**src/rtl/reaction_sequencer.sv**
```systemverilog
// rtl/reaction_sequencer.sv - reaction-time game sequencer: random delay, GO prompt, ms timing, best score
module reaction_sequencer #(
    parameter int TICKS_PER_MS     = 50000,
    parameter int MIN_DELAY_MS     = 1000,
    parameter int DELAY_RANGE_BITS = 11,
    parameter int MAX_MS           = 9999
) (
    input  logic        clock,
    input  logic        reset,
    input  logic        start,
    input  logic        stop,
    input  logic        show_best,
    output logic        led_go,
    output logic        bcd_run,
    output logic        bcd_clear,
    output logic        ms_tick,
    output logic        done,
    output logic        false_start,
    output logic        timeout,
    output logic [13:0] reaction_ms,
    output logic [13:0] best_ms,
    output logic        best_valid,
    output logic [13:0] display_ms,
    output logic [2:0]  state
);

    typedef enum logic [2:0] {
        S_IDLE  = 3'd0,
        S_WAIT  = 3'd1,
        S_GO    = 3'd2,
        S_DONE  = 3'd3,
        S_FAULT = 3'd4
    } state_t;

    localparam int PW = (TICKS_PER_MS > 1) ? $clog2(TICKS_PER_MS) : 1;
    localparam int DW = 17;
    // Selects the low DELAY_RANGE_BITS of the LFSR; all-zero mask gives a fixed delay.
    localparam logic [10:0] RAND_MASK = 11'((32'd1 << DELAY_RANGE_BITS) - 32'd1);

    state_t          state_q, state_d;
    logic [15:0]     lfsr_q, lfsr_d;
    logic [PW-1:0]   presc_q, presc_d;
    logic [DW-1:0]   delay_q, delay_d;
    logic [13:0]     reaction_q, reaction_d;
    logic [13:0]     best_q, best_d;
    logic            best_valid_q, best_valid_d;
    logic            led_go_q, led_go_d;
    logic            bcd_run_q, bcd_run_d;
    logic            bcd_clear_q, bcd_clear_d;
    logic            ms_tick_q, ms_tick_d;
    logic            done_q, done_d;
    logic            false_start_q, false_start_d;
    logic            timeout_q, timeout_d;
    logic            tick;

    // Next-state, datapath and registered-output computation.
    always_comb begin
        lfsr_d        = {lfsr_q[14:0], lfsr_q[15] ^ lfsr_q[13] ^ lfsr_q[12] ^ lfsr_q[10]};
        tick          = (presc_q == PW'(TICKS_PER_MS - 1));
        state_d       = state_q;
        delay_d       = delay_q;
        reaction_d    = reaction_q;
        best_d        = best_q;
        best_valid_d  = best_valid_q;
        timeout_d     = timeout_q;
        bcd_clear_d   = 1'b0;
        ms_tick_d     = 1'b0;

        case (state_q)
            S_IDLE, S_DONE, S_FAULT: begin
                // A simultaneous stop wins, so start only acts alone.
                if (start && !stop) begin
                    delay_d     = DW'(MIN_DELAY_MS) + DW'(lfsr_q[10:0] & RAND_MASK);
                    reaction_d  = '0;
                    timeout_d   = 1'b0;
                    bcd_clear_d = 1'b1;
                    state_d     = S_WAIT;
                end
            end
            S_WAIT: begin
                if (stop) begin
                    state_d = S_FAULT;
                end else if (tick) begin
                    if (delay_q <= DW'(1)) begin
                        delay_d = '0;
                        state_d = S_GO;
                    end else begin
                        delay_d = delay_q - DW'(1);
                    end
                end
            end
            S_GO: begin
                // Stop beats a coincident tick: the count freezes without that tick.
                if (stop) begin
                    timeout_d = 1'b0;
                    state_d   = S_DONE;
                    if (!best_valid_q || (reaction_q < best_q)) begin
                        best_d       = reaction_q;
                        best_valid_d = 1'b1;
                    end
                end else if (tick) begin
                    reaction_d = reaction_q + 14'd1;
                    ms_tick_d  = 1'b1;
                    if (reaction_d >= 14'(MAX_MS)) begin
                        timeout_d = 1'b1;
                        state_d   = S_DONE;
                    end
                end
            end
            default: state_d = S_IDLE;
        endcase

        // The prescaler realigns on entry to WAIT/GO so the first tick lands a full ms later.
        if ((state_d != state_q) && ((state_d == S_WAIT) || (state_d == S_GO))) begin
            presc_d = '0;
        end else if (tick) begin
            presc_d = '0;
        end else begin
            presc_d = presc_q + PW'(1);
        end

        led_go_d      = (state_d == S_GO);
        bcd_run_d     = (state_d == S_GO);
        done_d        = (state_d == S_DONE);
        false_start_d = (state_d == S_FAULT);
    end

    // State and output registers with asynchronous active-high reset.
    always_ff @(posedge clock or posedge reset) begin
        if (reset) begin
            state_q       <= S_IDLE;
            lfsr_q        <= 16'hACE1;
            presc_q       <= '0;
            delay_q       <= '0;
            reaction_q    <= '0;
            best_q        <= '0;
            best_valid_q  <= 1'b0;
            led_go_q      <= 1'b0;
            bcd_run_q     <= 1'b0;
            bcd_clear_q   <= 1'b0;
            ms_tick_q     <= 1'b0;
            done_q        <= 1'b0;
            false_start_q <= 1'b0;
            timeout_q     <= 1'b0;
        end else begin
            state_q       <= state_d;
            lfsr_q        <= lfsr_d;
            presc_q       <= presc_d;
            delay_q       <= delay_d;
            reaction_q    <= reaction_d;
            best_q        <= best_d;
            best_valid_q  <= best_valid_d;
            led_go_q      <= led_go_d;
            bcd_run_q     <= bcd_run_d;
            bcd_clear_q   <= bcd_clear_d;
            ms_tick_q     <= ms_tick_d;
            done_q        <= done_d;
            false_start_q <= false_start_d;
            timeout_q     <= timeout_d;
        end
    end

    assign state       = state_q;
    assign led_go      = led_go_q;
    assign bcd_run     = bcd_run_q;
    assign bcd_clear   = bcd_clear_q;
    assign ms_tick     = ms_tick_q;
    assign done        = done_q;
    assign false_start = false_start_q;
    assign timeout     = timeout_q;
    assign reaction_ms = reaction_q;
    assign best_ms     = best_q;
    assign best_valid  = best_valid_q;
    assign display_ms  = show_best ? best_q : reaction_q;

endmodule

```
**config.mk**
```make
export PLATFORM = sky130hd
export DESIGN_NAME = reaction_sequencer
export DESIGN_NICKNAME = d
export VERILOG_FILES = /design/src/rtl/reaction_sequencer.sv
export SDC_FILE = /design/constraint.sdc
export NUM_CORES = 1
export LEC_CHECK = 0
export CORE_ASPECT_RATIO = 1.5
export CORE_MARGIN = 8
export CORE_UTILIZATION = 44
export DETAILED_ROUTE_END_ITERATION = 8
export GPL_ROUTABILITY_DRIVEN = 0
export HOLD_SLACK_MARGIN = 0.03
export PLACE_DENSITY = 0.65
export SYNTH_ARGS = -nofsm -noshare
export SYNTH_HDL_FRONTEND = slang
export SYNTH_SLANG_ARGS = --single-unit
```
**constraint.sdc**
```tcl
create_clock -name clock -period 3.6 [get_ports clock]
set_clock_uncertainty 0.15 [all_clocks]
set_input_delay 0.72 -clock clock [delete_from_list [all_inputs] [get_ports clock]]
set_output_delay 0.72 -clock clock [all_outputs]
set_load 0.02 [all_outputs]
```
---- Yosys cells after proc, flatten, opt, wreduce, memory -nomap -nowiden ----
Index checks and enable logic that the tools add are counted.
storage, ports and cells
  register bits after elaboration ......... 87
  latch bits .............................. 0
  memory bits (writable) .................. 0
  bits in read-only memories .............. 0
  output and inout port bits .............. 53
  memories kept ........................... 0
operators by class
  add/subtract/negate cells ............... 4
  $mul .................................... 0
  divide/modulo/power cells ............... 0
  magnitude comparators ................... 3
  equality and inequality tests ........... 17
  shift-type cells ........................ 0
  muxes and demuxes ....................... 30
  bitwise gates (word level) .............. 3
  reduce and logical (&&, ||, !) cells .... 14
operators with widths
  operator                  number
  $mux W17                  4
  $mux W14                  4
  $pmux W17 S2              1
  $mux W16                  2
  $pmux W14 S2              1
  $mux W3                   7
  $le A17 B1 Y1 const B     1
  $sub A17 B1 Y17 const B   1
  $add A16 B1 Y16 const B   1
  $eq A16 B16 Y1 const B    1
  $add A14 B1 Y14 const B   1
  $ge A14 B14 Y1 const B    1
  $lt A14 B14 Y1            1
  $add A10 B11 Y12 const A  1
  $eq A3 B2 Y1 const B      4
  $reduce_and A4 Y1         3
  $ne A2 B2 Y1 const B      5
  $mux W1                   9
  $pmux W3 S3               1
  $eq A3 B1 Y1 const B      2
  $eq A3 B3 Y1 const B      2
  $ne A3 B3 Y1 const B      2
  $reduce_bool A2 Y1        2
  $logic_not A3 Y1          1
  8 further kinds           13

---- Longest topological paths before layout ----
Gate-level depths: netlist of run 1.
  depth in word-level cells ............... 10
  depth in mapped cells ................... 9

---- Worst setup path before layout of run 1 ----
No wires, ideal clock.
  path kind ............................... in2out
  start ................................... input port show_best
  end ..................................... output port display_ms[11]
  arrival time ............................ 1.712 ns
  path slack .............................. 1.018 ns
  cell stages on the path ................. 3
  path buffers ............................ 2
  path through ............................ clkbuf_1 clkbuf_1 mux2_2
between the ends
  longest elaborated chain between the ends .. 1
ends and longest elaborated chain
  element          RTL line  source
  start, declared  12        input logic show_best,
  $mux W14         174       assign display_ms = show_best ? best_q : reaction_q;
  end, declared    23        output logic [13:0] display_ms,
Every way passes these cells.

---- Worst setup path after layout of run 1 ----
  start ................................... input port show_best
  end ..................................... output port display_ms[12]
The elaborated chain is that of the path after synthesis.

==> out/results.ini, run 1 <==
[status]
status = completed

[detailed_routing]
firstDrtPassIters = 5
antenna_left = 0
wirelength_mm = 11.47
wl_per_cell_um = 16.27
drc = 0
vias = 3903
drt_iter0_drc = 184
vias_per_cell = 5.536

[clocking]
ctsHoldBuffers = 0
ctsLongestPathBuffers = 2
clock-sinks = 87
htree_levels = 3
cts_setup_buffers = 0
cts-root-buf = clkbuf_16
clkTransAtPathRegs_ps = 60
clk_latency_ps = 330
cts_inserted_buffers = 9
cts_tree = yes
cts_resized = 0

[critical_path]
critPathMaxStageDelay_ps = 540
cp_top_family = buffers and inverters
crit_buf_inv = 3
crit_slowest_cell = clkdlybuf4s50_1
critPathRequiredTime_ps = 2730
path_class = in2out
cp_max_fo = 17
crit_top_cell = clkdlybuf4s50_1
worst_setup_path_end_kind = primary output
crit_chain = clkdlybuf4s50_1 -> buf_4 -> mux2_2 -> clkdlybuf4s50_1
critical_path_arrival_ps = 2330
start_kind = primary input

[power]
ir_worst_vdd_mv = 0.3349
power_frac_clock = 0.439
p_comb_frac = 0.128
p_sw_w = 0.0006263
intPower_w = 0.001917
leakagePower_nw = 2.620
cellPowerDensity_nw_per_um2 = 432.2
p_sw_frac = 0.2462
p_seq_frac = 0.433

[layout]
final_cells = 705
diodes = 0
fillerInstances = 1014
final_cell_mix = dfrtp_1, clkdlybuf4s50_1, nor2_1, o21ai_0, nand2_1
utilization = 0.5381
finalNetCount = 577
drive_above_1_share = 0.1183
final_common_cell = dfrtp_1
area_growth_pct = 20.71

[grt]
grt_first_pass_wirelength_mm = 19.42
antenna_found_initial = 0
grt_max_degree = 39
grtUsageMet2 = 0.2923
grt_use_met3 = 0.03496
globalRouteTotalUtil = 0.1636
first_global_vias = 3852
overflow = 0
top_usage_layer = met2
grtUsageMet1 = 0.1811

[sta]
relSlewSlack = 0.5568
final.setup.worst_slack_ps = 403.6
finalSetupTns_ps = 0
maxSlewViolCount = 0
period_minus_slack_ps = 3196
setup_viol = 0
rsz0062_at_grt = no
worst_pin_slew_ps = 664.0
finalCritPeriodShare = 0.8879
fmax_ghz = 0.3129
hold_viol = 0

[logic_synthesis]
synthArstFlopShare = 1.000
avgSynthCellArea_um2 = 9.732
ys_warn_count = 0
synth_flop_cell = dfrtp_1
yosys_register_bits = 87
ys_top_cells_by_area = dfrtp_1, ha_1, o21ai_0, dfstp_2, nor2_1
synth_edf_count = 0
syn_inst = 501
syn_area_um2 = 4876
yosysTopAreaCell = dfrtp_1
yosysTopAreaCellShare = 0.4054
ys_types = 66
ys_seq_area_frac = 0.4486
syn-num-nets = 525

[floorplan]
row_count = 47
core_um2 = 10940
die_area_um2 = 14780
die_w_um = 102.0
io_pins = 58
die_h_um = 144.9
start_util = 0.4458

[run]
cap_violations = 0

[hold_path]
min_path_type = reg2reg

[placement]
place_inst = 689
dp_slack_ps = 389.9
io_buffers = 57
dpl.hpwl_mm = 8.451

-- final cells by class --
class | count | area [um2] | share of cell area
Clock buffer | 10 | 229.0 | 0.03890
Timing Repair Buffer | 64 | 623.1 | 0.1059
Multi-Input combinational cell | 365 | 2431 | 0.4131
Clock inverter | 6 | 132.6 | 0.02253
Sequential cell | 87 | 2187 | 0.3716
Tap cell | 147 | 183.9 | 0.03125
Inverter | 26 | 98.84 | 0.01679
-- synth_stat cells (all sizes together), types with 4 or more instances --
cell type  count
nor2          48
o31ai          4
nor4           6
clkbuf         6
a32oi          4
xnor2         10
a21oi         24
xor2          16
a31oi          5
and3          10
nand2         35
or3            6
inv           25
mux2          23
ha            19
nand3         17
dfstp          8
buf           17
and2           6
nand4         13
o21ai         52
a21o           7
dfrtp         79
nor3          15
-- cells by family after synthesis --
group,after synthesis,share of synthesized area
multiplexers,25,0.06338
buffers and inverters,49,0.05286
flip-flops,87,0.4486
AO/OA/AOI/OAI,117,0.1481
XOR/XNOR,26,0.04670
AND/OR/NAND/NOR,178,0.1917
adder cells (fa/ha/maj),19,0.04876
-- sequential cells by signal (all words and copies together) (netlist names) --
name         flops
bcd_run          1
lfsr_q          16
presc_q         16
bcd_clear        1
best_ms         14
false_start      1
ms_tick          1
reaction_ms     14
state            3
done             1
delay_q         17
timeout          1
best_valid       1
-- power groups by stage --
stage                     clock network (W)  registers, W  logic, W
after global routing                0.00119       0.00111  0.000364
after global placement                    0       0.00112  0.000318
final                               0.00112       0.00110  0.000325
after CTS                           0.00115       0.00110  0.000330
after floorplan                           0       0.00113  0.000189
after detailed placement                  0       0.00112  0.000326
-- final timing paths --
path / slack [ps] / end / depth (start not counted) / start
max reg2reg: 950 / best_ms[0] / 7 / reaction_ms[3]
min reg2reg: 200 / lfsr_q[15] / 0 / lfsr_q[14]
min in group asynchronous: 630 / best_ms[4] / 2 / reset
min: 200 / lfsr_q[15] / 0 / lfsr_q[14]
max: 400 / display_ms[12] / 4 / show_best
max in group asynchronous: 1870 / state[2] / 3 / reset
-- worst register-to-register path, stage by stage, from the launching register on --
cell	delay (ps)
dfrtp_1	590
ha_1	320
a211o_1	260
a21oi_1	130
o21ai_1	120
a211o_1	310
a21o_4	310
mux2_4	340
-- metal layers --
metal  routed length [um]  up-vias
li1                     -     1898
met1                 4498     1894
met2                 6111       93
met3                  637       18
met4                  223        0
met5                    0        -
-- per-stage QoR --
step                power, W  instance area [um2]  hold slack [ps]
finish              0.002544                 5886            204.7
detailed placement  0.001447                 5524            193.3
global placement    0.001435                 5524            189.1
global route        0.002669                 5886            212.9
CTS                 0.002583                 5886            208.1
floorplan           0.001317                 4876            183.0
Power figures use the tool's default switching activity.
==> inputs of run 2 (changes only) <==
==> constraint.sdc (replaced) <==
create_clock -name clock -period 3.6 [get_ports clock]
set_clock_uncertainty 0.15 [all_clocks]
set_input_delay 0.9 -clock clock [delete_from_list [all_inputs] [get_ports clock]]
set_output_delay 0.9 -clock clock [all_outputs]
set_load 0.02 [all_outputs]
==> run 2 against run 1 <==
Sequential share of layout area up 0.13 points. Hold slack improved by 1.4 ps. Core utilization fell by 0.18 points. Flip-flop and latch count stayed put. Die area stayed put. Sequential power is essentially flat.
==> out/results.ini, run 2 (synthesis gave the netlist of run 1 again) <==
[layout]
fillerInstances = 1025
drive_above_1_share = 0.1167
ff_latch_area_um2 = 2187
area_growth_pct = 20.30
reg.largest.list = delay_q (17), lfsr_q (16), presc_q (16)
diodes = 0
largest-register = delay_q
largest_reg_flops = 17
multi_input_area_um2 = 2431
postLayoutCellArea_um2 = 5866
final_common_cell = dfrtp_1
finalNetCount = 576
final_cell_mix = dfrtp_1, clkdlybuf4s50_1, nor2_1, o21ai_0, nand2_1

[critical_path]
start_kind = primary input
worst_setup_path_end_kind = primary output
critical_path_arrival_ps = 2480
critPathRequiredTime_ps = 2550
path_class = in2out
cp_max_fo = 17

[floorplan]
io_pins = 58
die_area_um2 = 14780
start_util = 0.4458
die_h_um = 144.9
core_um2 = 10940
die_w_um = 102.0
row_count = 47

[sta]
holdWs_ps = 206.1
final.setup.worst_slack_ps = 65.71
worst_pin_slew_ps = 668.1
relSlewSlack = 0.5536
finalSetupTns_ps = 0
hold_viol = 0
maxSlewViolCount = 0
rsz0062_at_grt = no
period_minus_slack_ps = 3534
setup_viol = 0
fmax_ghz = 0.2829
finalCritPeriodShare = 0.9817

[placement]
placed_cell_area_um2 = 5542
dpl.hpwl_mm = 8.325
io_buffers = 57
dp_slack_ps = 66.71

[detailed_routing]
antenna_left = 0
vias = 3992
drt_iter0_drc = 176
wl_per_cell_um = 16.39
wirelength_mm = 11.54
vias_per_cell = 5.670
firstDrtPassIters = 4
drc = 0

[clocking]
ctsLongestPathBuffers = 2
cts_inserted_buffers = 9
clkTransAtPathRegs_ps = 60
cts-root-buf = clkbuf_16
ctsHoldBuffers = 0
cts_resized = 0
clock-sinks = 87
htree_levels = 3
cts_tree = yes
clk_latency_ps = 350
cts_setup_buffers = 0

[grt]
grt_first_pass_wirelength_mm = 19.09
globalRouteTotalUtil = 0.1601
first_global_vias = 3860
grt_max_degree = 64
overflow = 0
antenna_found_initial = 0

[power]
p_sw_w = 0.0006421
leakagePower_nw = 2.607
power_frac_clock = 0.415
cellPowerDensity_nw_per_um2 = 416.2
intPower_w = 0.001799
p_seq_frac = 0.452
p_sw_frac = 0.2630
p_comb_frac = 0.133
power_w = 0.002441
ir_worst_vdd_mv = 0.3236

[status]
status = completed

[run]
cap_violations = 0

[hold_path]
min_path_type = reg2reg

==> run 2: power groups by stage <==
stage,logic [W],registers [W],clock network (W)
2_1_floorplan,0.000189,0.00113,0
3_3_place_gp,0.000320,0.00112,0
3_5_place_dp,0.000328,0.00112,0
4_1_cts,0.000329,0.00110,0.00104
5_1_grt,0.000363,0.00111,0.00107
6_report,0.000324,0.00110,0.00101
==> run 2: stage by stage <==
stage / utilization / instances
4_1_cts: 0.5363 / 704
3_5_place_dp: 0.5066 / 688
6_report: 0.5363 / 704
3_3_place_gp: 0.5066 / 688
5_1_grt: 0.5363 / 704
2_1_floorplan: - / 501
==> run 2: path summary, 6_finish.rpt <==
kind | from | to | depth (start not counted) | slack, ps
setup / recovery | show_best | display_ms[11] | 4 | 70
hold / removal | lfsr_q[14] | lfsr_q[15] | 0 | 210
setup reg to reg | reaction_ms[3] | best_ms[5] | 7 | 980
hold reg to reg | lfsr_q[14] | lfsr_q[15] | 0 | 210
max in group asynchronous | reset | lfsr_q[5] | 3 | 1830
min in group asynchronous | reset | best_ms[5] | 2 | 730
==> run 2: routing by layer <==
| metal | global-route usage | wire length [um] | up-vias |
|---|---|---|---|
| met1 | 0.1782 | 4661 | 1980 |
| met3 | 0.03688 | 613 | 16 |
| met4 | 0.05904 | 196 | 0 |
| li1 | - | - | 1890 |
| met5 | 0 | 0 | - |
| met2 | 0.2841 | 6069 | 106 |
==> run 2: final cells by class <==
cell class	count	area share
Timing Repair Buffer	63	0.1092
Clock inverter	5	0.01387
Multi-Input combinational cell	365	0.4145
Inverter	26	0.01685
Sequential cell	87	0.3729
Tap cell	147	0.03136
Clock buffer	11	0.04138
==> run 2: worst max-delay path: stages <==
cell	delay, ps
clkdlybuf4s50_1	510
buf_12	160
mux2_2	340
clkdlybuf4s50_1	560
==> inputs of run 3 (changes only) <==
--- a/config.mk
+++ b/config.mk
@@ -5,6 +5,7 @@
 export SDC_FILE = /design/constraint.sdc
 export NUM_CORES = 1
 export LEC_CHECK = 0
+export CAP_MARGIN = 20
 export CORE_ASPECT_RATIO = 1.5
 export CORE_MARGIN = 8
 export CORE_UTILIZATION = 44
@@ -12,6 +13,7 @@
 export GPL_ROUTABILITY_DRIVEN = 0
 export HOLD_SLACK_MARGIN = 0.03
 export PLACE_DENSITY = 0.65
+export SETUP_SLACK_MARGIN = 0.5
 export SYNTH_ARGS = -nofsm -noshare
 export SYNTH_HDL_FRONTEND = slang
 export SYNTH_SLANG_ARGS = --single-unit
==> run 3 against run 2 <==
Clock power is essentially flat. Critical endpoint is now display_ms[4]. Die area is the same. Final cell count rose by 0.14%. Largest cell class unchanged. Sequential power hardly changed.
==> out/results.ini, run 3 (synthesis gave the netlist of run 1 again) <==
[status]
status = completed

[critical_path]
r2r_end = best_ms[0]
cp_max_fo = 8
crit_buf_inv = 3
cp_top_family = buffers and inverters
path_class = in2out
crit_chain = clkdlybuf4s15_2 -> bufbuf_16 -> mux2_2 -> clkdlybuf4s15_2
worstRegToRegCells = 7
critPathMaxStageDelay_ps = 320
r2r_slack_ps = 990
crit_top_cell = clkdlybuf4s15_2
critical_path_arrival_ps = 1990
r2r-start = reaction_ms[3]
worst_setup_path_end_kind = primary output
start_kind = primary input
crit_slowest_cell = mux2_2
critPathRequiredTime_ps = 2550
crit_cells = 4

[power]
p_comb_frac = 0.134
ir_worst_vdd_mv = 0.3542
p_sw_frac = 0.2629
p_seq_frac = 0.456
p_sw_w = 0.0006359
leakagePower_nw = 2.635
intPower_w = 0.001782
cellPowerDensity_nw_per_um2 = 409.8
power_frac_clock = 0.410

[grt]
grt_first_pass_wirelength_mm = 19.36
antenna_found_initial = 0
grt_max_degree = 88
first_global_vias = 3983
overflow = 0
globalRouteTotalUtil = 0.1639

[sta]
rsz0062_at_grt = no
finalSetupTns_ps = 0
setup_viol = 0
fmax_ghz = 0.3288
worst_pin_slew_ps = 668.5
finalCritPeriodShare = 0.8449
hold_viol = 0
relSlewSlack = 0.5533
period_minus_slack_ps = 3042
maxSlewViolCount = 0

[detailed_routing]
wirelength_mm = 11.65
drt_iter0_drc = 189
vias = 4005
wl_per_cell_um = 16.52
antenna_left = 0
vias_per_cell = 5.681
firstDrtPassIters = 4
drc = 0

[clocking]
htree_levels = 3
clk_latency_ps = 340
cts-root-buf = clkbuf_16
clock-sinks = 87
cts_setup_buffers = 0
ctsLongestPathBuffers = 2
cts_inserted_buffers = 9
clkTransAtPathRegs_ps = 60
cts_tree = yes

[run]
cap_violations = 0

[hold_path]
worstHoldPathCells = 0
min_path_type = reg2reg
hold_end = lfsr_q[15]
hp-start = lfsr_q[14]

[layout]
drive_above_1_share = 0.1380
largest-register = delay_q
postLayoutCellArea_um2 = 5902
area_growth_pct = 21.04
final_common_cell = dfrtp_1
diodes = 0
finalNetCount = 577
largest_reg_flops = 17
reg.largest.list = delay_q (17), lfsr_q (16), presc_q (16)
final_cell_mix = dfrtp_1, nor2_1, o21ai_0, clkdlybuf4s50_1, nand2_1

[placement]
io_buffers = 57
placed_cell_area_um2 = 5544
dpl.hpwl_mm = 8.441

[floorplan]
core_um2 = 10940
io_pins = 58
die_w_um = 102.0
die_area_um2 = 14780
row_count = 47
die_h_um = 144.9
start_util = 0.4458

[run 3: final cells by class]
class / instances / area (um2)
Tap cell: 147 / 183.9
Clock inverter: 5 / 81.33
Sequential cell: 87 / 2187
Inverter: 26 / 101.3
Multi-Input combinational cell: 365 / 2431
Fill cell: 994 / 5036
Clock buffer: 11 / 232.7
Timing Repair Buffer: 64 / 684.4
[run 3: per-stage QoR]
step	instances	total power, W	hold slack [ps]	setup WS (ps)	utilization
global placement	688	0.001436	192.6	99.69	0.5069
finish	705	0.002418	220.2	558.3	0.5396
CTS	705	0.002449	219.2	539.1	0.5396
global route	705	0.002526	224.1	523.8	0.5396
detailed placement	688	0.001444	200.8	66.20	0.5069
floorplan	501	0.001318	183.0	657.9	-
[run 3: worst register-to-register path, cell delays in order (launching register included)]
cell and delay, ps:
dfrtp_1 570, ha_1 310, a211o_1 260, a21oi_1 120, o21ai_1 140, a211o_1 300, a21o_4 310, mux2_4 330
[run 3: timing repair]
action | CTS | global route
gates resized for setup | 39 | 0
hold buffers | 0 | 0
endpoints found under the setup margin | 14 | 0
[run 3: power groups by stage]
stage               clock [W]  sequential (W)  combinational (W)
CTS                   0.00102         0.00110           0.000328
floorplan                   0         0.00113           0.000189
global placement            0         0.00112           0.000319
detailed placement          0         0.00112           0.000326
finish               0.000991         0.00110           0.000324
global route          0.00105         0.00111           0.000362
[run 3: how the worst max path moves through the flow]
| stage | startpoint | endpoint | slack, ps |
|---|---|---|---|
| CTS | show_best | display_ms[5] | 540 |
| global placement | show_best | display_ms[12] | 100 |
| floorplan | show_best | display_ms[11] | 660 |
| detailed placement | show_best | display_ms[12] | 70 |
| global route | show_best | display_ms[5] | 520 |
| finish | show_best | display_ms[4] | 560 |
[run 3: per-layer routing]
| layer | GRT usage | routed length [um] |
|---|---|---|
| met1 | 0.1734 | 4579 |
| met2 | 0.3028 | 6351 |
| met3 | 0.03305 | 523 |
| met4 | 0.06273 | 193 |
| met5 | 0 | 0 |
